`src/rtl/pipe_ctrl.sv`:
```
// ---------------------------------------------------------------------------
// pipe_ctrl
//
// Central control block for the 5-stage FETCH/DEC/EXE/MEM/WB core.  It owns
// the per-stage valid bits, drives every stage-register enable, resolves
// load-use hazards with a one-cycle stall plus bubble, squashes wrong-path
// instructions on a taken branch, selects EXE operand forwarding, and runs
// the data-memory request/acknowledge handshake with a wait timeout.
//
// Ports:
//   clk, rst            clock, asynchronous active-high reset
//   dec_*               source registers of the instruction in DEC
//   exe_*               sources/destination and class of the EXE instruction
//   mem_*               destination and class of the MEM instruction
//   wb_*                destination of the WB instruction
//   dmem_ack            data memory completes the current access
//   pc_en, pc_sel       PC load enable and next-PC select (1 = branch target)
//   fd_en..mw_en        pipeline register enables
//   v_d, v_e, v_m, v_w  stage valid bits
//   wb_valid            register-file write qualifier
//   dmem_req            data memory request
//   fwd_a, fwd_b        EXE operand sources: 00 RF, 01 MEM, 10 WB
//   stall_cnt           saturating count of cycles with the PC held
//   mem_err             sticky memory-timeout error
// ---------------------------------------------------------------------------
module pipe_ctrl #(
    parameter int REG_AW      = 4,
    parameter int CNT_W       = 16,
    parameter int MEM_TIMEOUT = 15
) (
    input  logic              clk,
    input  logic              rst,
    input  logic [REG_AW-1:0] dec_rs1,
    input  logic [REG_AW-1:0] dec_rs2,
    input  logic              dec_uses_rs1,
    input  logic              dec_uses_rs2,
    input  logic [REG_AW-1:0] exe_rs1,
    input  logic [REG_AW-1:0] exe_rs2,
    input  logic [REG_AW-1:0] exe_rd,
    input  logic              exe_is_load,
    input  logic              exe_needs_wb,
    input  logic              exe_branch_taken,
    input  logic [REG_AW-1:0] mem_rd,
    input  logic              mem_needs_wb,
    input  logic              mem_is_load,
    input  logic              mem_is_store,
    input  logic [REG_AW-1:0] wb_rd,
    input  logic              wb_needs_wb,
    input  logic              dmem_ack,
    output logic              pc_en,
    output logic              pc_sel,
    output logic              fd_en,
    output logic              de_en,
    output logic              em_en,
    output logic              mw_en,
    output logic              v_d,
    output logic              v_e,
    output logic              v_m,
    output logic              v_w,
    output logic              wb_valid,
    output logic              dmem_req,
    output logic [1:0]        fwd_a,
    output logic [1:0]        fwd_b,
    output logic [CNT_W-1:0]  stall_cnt,
    output logic              mem_err
);

    typedef enum logic [1:0] {
        RUN      = 2'd0,
        MEM_WAIT = 2'd1,
        HALT     = 2'd2
    } state_t;

    localparam int WAIT_W = (MEM_TIMEOUT < 2) ? 1 : $clog2(MEM_TIMEOUT + 1);
    localparam logic [WAIT_W-1:0] WAIT_LAST = WAIT_W'(MEM_TIMEOUT - 1);

    localparam logic [1:0] FWD_RF  = 2'b00;
    localparam logic [1:0] FWD_MEM = 2'b01;
    localparam logic [1:0] FWD_WB  = 2'b10;

    state_t            state;
    logic [WAIT_W-1:0] wait_cnt;

    logic mem_access;
    logic mem_stall;
    logic freeze;
    logic branch;
    logic rs1_hazard;
    logic rs2_hazard;
    logic load_use;
    logic mem_fwd_ok;
    logic wb_fwd_ok;

    // Hazard and handshake conditions for the current cycle.  A request that
    // is acknowledged in the same cycle does not freeze the pipeline.
    assign mem_access = v_m & (mem_is_load | mem_is_store);
    assign dmem_req   = mem_access & (state != HALT);
    assign mem_stall  = dmem_req & ~dmem_ack;
    assign freeze     = mem_stall | (state == HALT);
    assign branch     = v_e & exe_branch_taken;

    assign rs1_hazard = dec_uses_rs1 & (dec_rs1 == exe_rd);
    assign rs2_hazard = dec_uses_rs2 & (dec_rs2 == exe_rd);
    assign load_use   = v_d & v_e & exe_is_load & exe_needs_wb
                        & (rs1_hazard | rs2_hazard);

    assign wb_valid   = v_w & wb_needs_wb;

    // A load in MEM has no data yet, so it is never a forwarding source; the
    // load-use stall guarantees its consumer sees it from WB instead.
    assign mem_fwd_ok = v_m & mem_needs_wb & ~mem_is_load;
    assign wb_fwd_ok  = v_w & wb_needs_wb;

    // Stage enables in priority order: freeze, branch, load-use, normal.
    // Everything is held low while reset is asserted.
    always_comb begin
        pc_en  = 1'b0;
        pc_sel = 1'b0;
        fd_en  = 1'b0;
        de_en  = 1'b0;
        em_en  = 1'b0;
        mw_en  = 1'b0;
        if (!rst && !freeze) begin
            de_en = 1'b1;
            em_en = 1'b1;
            mw_en = 1'b1;
            if (branch) begin
                pc_en  = 1'b1;
                pc_sel = 1'b1;
                fd_en  = 1'b1;
            end else if (!load_use) begin
                pc_en = 1'b1;
                fd_en = 1'b1;
            end
        end
    end

    // Operand forwarding for EXE; the younger producer in MEM wins over WB.
    always_comb begin
        fwd_a = FWD_RF;
        fwd_b = FWD_RF;
        if (v_e) begin
            if (mem_fwd_ok && (mem_rd == exe_rs1)) begin
                fwd_a = FWD_MEM;
            end else if (wb_fwd_ok && (wb_rd == exe_rs1)) begin
                fwd_a = FWD_WB;
            end
            if (mem_fwd_ok && (mem_rd == exe_rs2)) begin
                fwd_b = FWD_MEM;
            end else if (wb_fwd_ok && (wb_rd == exe_rs2)) begin
                fwd_b = FWD_WB;
            end
        end
    end

    // Stage valid bits.  During a freeze WB is cleared so the register file
    // write is not repeated while the older stages hold.  A branch squashes
    // DEC and EXE but the branch itself moves on into MEM.  A load-use stall
    // holds DEC and sends a bubble into EXE.
    always_ff @(posedge clk or posedge rst) begin
        if (rst) begin
            v_d <= 1'b0;
            v_e <= 1'b0;
            v_m <= 1'b0;
            v_w <= 1'b0;
        end else if (freeze) begin
            v_w <= 1'b0;
        end else if (branch) begin
            v_d <= 1'b0;
            v_e <= 1'b0;
            v_m <= 1'b1;
            v_w <= v_m;
        end else if (load_use) begin
            v_e <= 1'b0;
            v_m <= v_e;
            v_w <= v_m;
        end else begin
            v_d <= 1'b1;
            v_e <= v_d;
            v_m <= v_e;
            v_w <= v_m;
        end
    end

    // Memory handshake FSM.  MEM_WAIT counts ackless cycles; after
    // MEM_TIMEOUT of them the core halts with a sticky error until reset.
    // If the request vanishes while waiting there is nothing left to wait
    // for, so the FSM returns to RUN just as it does on an acknowledge.
    always_ff @(posedge clk or posedge rst) begin
        if (rst) begin
            state    <= RUN;
            wait_cnt <= '0;
            mem_err  <= 1'b0;
        end else begin
            case (state)
                RUN: begin
                    if (mem_stall) begin
                        state    <= MEM_WAIT;
                        wait_cnt <= '0;
                    end
                end
                MEM_WAIT: begin
                    if (dmem_ack || !mem_access) begin
                        state <= RUN;
                    end else begin
                        wait_cnt <= wait_cnt + WAIT_W'(1);
                        if (wait_cnt == WAIT_LAST) begin
                            state   <= HALT;
                            mem_err <= 1'b1;
                        end
                    end
                end
                HALT: begin
                    state <= HALT;
                end
                default: begin
                    state <= HALT;
                end
            endcase
        end
    end

    // Performance counter of cycles in which the PC did not advance, not
    // counting the dead time once the core has halted.  Saturates.
    always_ff @(posedge clk or posedge rst) begin
        if (rst) begin
            stall_cnt <= '0;
        end else if (!pc_en && (state != HALT) && (stall_cnt != '1)) begin
            stall_cnt <= stall_cnt + CNT_W'(1);
        end
    end

endmodule

```
`config.mk`:
```
export PLATFORM = sky130hd
export DESIGN_NAME = pipe_ctrl
export DESIGN_NICKNAME = d
export VERILOG_FILES = /design/src/rtl/pipe_ctrl.sv
export SDC_FILE = /design/constraint.sdc
export NUM_CORES = 1
export LEC_CHECK = 0
export BUFFER_PORTS_ARGS = -buffer_cell sky130_fd_sc_hd__buf_2
export CORE_MARGIN = 2
export CORE_UTILIZATION = 49
export DETAILED_ROUTE_END_ITERATION = 10
export PLACE_DENSITY = 0.8
export SLEW_MARGIN = 0
export SYNTH_ARGS = -nofsm -noshare
export SYNTH_HDL_FRONTEND = slang
export SYNTH_SLANG_ARGS = --single-unit
```
`constraint.sdc`:
```
create_clock -name clk -period 2.45 [get_ports clk]
set_clock_uncertainty 0.15 [all_clocks]
set_input_delay 0.245 -clock clk [delete_from_list [all_inputs] [get_ports clk]]
set_output_delay 0.245 -clock clk [all_outputs]
set_load 0.02 [all_outputs]
```
==> results.txt <==
Critical path class: reg -> out
Reg2Reg Depth: 6
Post-synthesis instance total: 183
Later-pin clock latency in the skew report: 280 ps
Hold Path Stages: 4
Yosys top cell area share: 36.6%
Dpl ws: 367 ps
Final setup viols: 0
Die W: 65.4 um
Total gr overflow: 0
# rows: 22
EDFF count, synth: 0
FF-to-FF Start: stall_cnt[1]
Final period utilization: 87.6%
Routed wire length: 4170 um
Family with the most delay on the worst path: simple AND/OR/NAND/NOR gates
Average size of a mapped cell: 10.1 um^2
Post-Syn Nets: 226
Critical Path, Cell by Cell: nand3_2 > nor3b_2 > and4_1 > nor2_1 > buf_2
Synthesized area: 0.00185 mm^2
Worst flop-to-flop path endpoint: stall_cnt[15]
Primary FF master, synth: dfrtp_1
Endpoint class of the critical path: output pin
Actual slew at the worst max-slew pin: 718 ps
H-tree levels: 1
Final Critical Period: 2150 ps
Slowest CP cell: and4_1
RSZ-0062 raised after global routing: false
Pwr dens: 719 mW/mm^2
Critical Path RT: 2060 ps
First-pass GRT wire length: 7310 um
CP peak stage delay: 530 ps
Setup TNS: 0 ps
CTS buffer count: 3
DP HPWL: 3350 um
Crit path arrival time: 1750 ps
Post-synthesis register bit count: 27
CTS tree: yes
Async SR Flop Fraction: 100%
Achievable Freq: 466 MHz
Commonest non-fill, non-tap cells in the layout: 72 x buf_2, 30 x xnor2_1, 27 x dfrtp_1, 16 x nand2_1, 11 x nor2_1
Peak supply drop: 0.339 mV
Number of antenna violations at the first check in global routing: 0
Core Util, Final: 63.0%
Met3 routed WL: 182 um
Die H: 65.4 um
Final #Nets: 301
Outcome: finished clean
DRC viols: 0
DR top layer: met4
Share of cells above drive strength 1: 39.3%
Drt pass-1 iters: 4
Worst Path Max Fanout: 9
Hold path startpoint: exe_branch_taken
Root Driver: clkbuf_8
Routed WL per cell: 13.7 um
Worst Slack Setup Final: 303 ps
Met2 wire length: 2090 um
Hold Crit Class: in -> reg
Placed cell count: 300
Hold Crit Endpoint: v_e
Yosys top cell by area: dfrtp_1
Fin. max-slew vios: 0
Most common cell after layout, fill and taps aside: buf_2
PortBufs: 72
Relative slew slack: 52.0%
Vias in the first global route: 1696
Synth area leaders: dfrtp_1 37%, xnor2_1 14%, xor2_1 3.8%, o211ai_2 3.4%, nand2_1 3.2%
R2R Setup Slk: 370 ps
DIE AREA: 0.00428 mm^2
M1 wire length: 1810 um
Syn-to-layout area delta: 23.9%
I/O pins: 73
CP Buf/Inv Count: 1
Static Leak: 1.08 nW
Largest net degree at the start of global routing: 28
Starting Density: 50.9%
Via count: 1643
GRT Overall Usage: 21.7%
Vias per std cell: 5.39
Non-filler cells, final: 305
Yosys cell types: 41
# diodes: 0
Final Hold Fails: 0
Core area: 0.00363 mm^2
Ys Warns: 0
Max Root-Sink Buffers: 2
CP startpoint kind: flip-flop
Filler Cell Count: 327
Clock sinks: 27
DRT iter0 DRCs: 111
Max-Cap Viols: 0
Clk slew on worst S/H paths: 90 ps
GPL Wtd Cong: 0.820
Post-synthesis sequential area ratio: 36.6%
Post-route ant nets: 0
==> logic make-up after synthesis <==
kind of cell,synth area share [%]
AOI/OAI and AO/OA,13.7
xor gates and xnor gates,18.0
adders and majority gates,2.03
buffers and inverters,5.08
DFF,36.6
muxes,2.57
and+or+nand+nor,22.0
==> cells in the mapped netlist (3+ instances only) <==
cell and count:
nor2b_1 4, o2111ai_2 3, o211ai_2 5, dfrtp_1 27, and3_1 4, buf_4 3, o2111ai_1 6, nand3_1 8
ha_1 3, xnor2_1 30, nand4_1 3, nor3_1 5, xor2_1 8, and2_1 6, o21ai_0 3, inv_1 5
nand2_1 16, nor2_1 11
==> area by class of cell <==
class	count	area, um^2	area share [%]
Inverter	5	18.8	0.820
Timing Repair Buffer	78	408	17.8
Clock buffer	3	41.3	1.80
Tap cell	48	60.1	2.62
Multi-Input combinational cell	143	1080	47.1
Sequential cell	27	676	29.5
Clock inverter	1	7.51	0.328
==> timing repair <==
action / 4_1_cts / 5_1_grt
setup buffers: 0 / 0
hold endpoints to repair: 27 / 0
hold buffers: 1 / 0
resized for setup: 0 / 0
==> report_power, final <==
group	internal (W)	leakage [nW]	total (W)	switching, W
Combinational	0.000304	0.708	0.000727	0.000423
Clock	0.000116	0.0217	0.000263	0.000148
Sequential	0.000547	0.353	0.000657	0.000110
==> metrics by stage <==
step | hold slack (ps) | area (um^2) | total power, W
finish | 159 | 2290 | 0.00165
global route | 193 | 2290 | 0.00176
CTS | 146 | 2290 | 0.00167
detailed placement | 264 | 2230 | 0.00139
global placement | 255 | 2230 | 0.00137
floorplan | 178 | 1850 | 0.00114
==> metal layers <==
metal	vias to the layer above	global-route usage [%]
met3	9	3.77
met1	788	26.5
met4	0	8.59
li1	794	-
met5	-	0
met2	52	37.8
==> worst max-delay path by stage <==
stage,from,depth (start not counted),end
after CTS,v_m,5,fd_en
after global routing,v_e,5,pc_en
final,v_e,5,fd_en
after global placement,stall_cnt[0],6,stall_cnt[15]
after floorplan,rst,6,pc_en
after detailed placement,exe_rd[2],7,stall_cnt[11]
==> state kept, by name, indices dropped and copies added (netlist names) <==
register   cells
stall_cnt     16
wait_cnt       4
state          2
mem_err        1
v_d            1
v_e            1
v_m            1
v_w            1
==> worst reg2reg max path, cell delays in order (launching register included) <==
cell and delay (ps):
dfrtp_1 440, ha_1 210, nand3_1 110, nor4_2 60, nor2b_1 570, o2111ai_1 250, xnor2_1 180
Power figures use the tool's default switching activity.
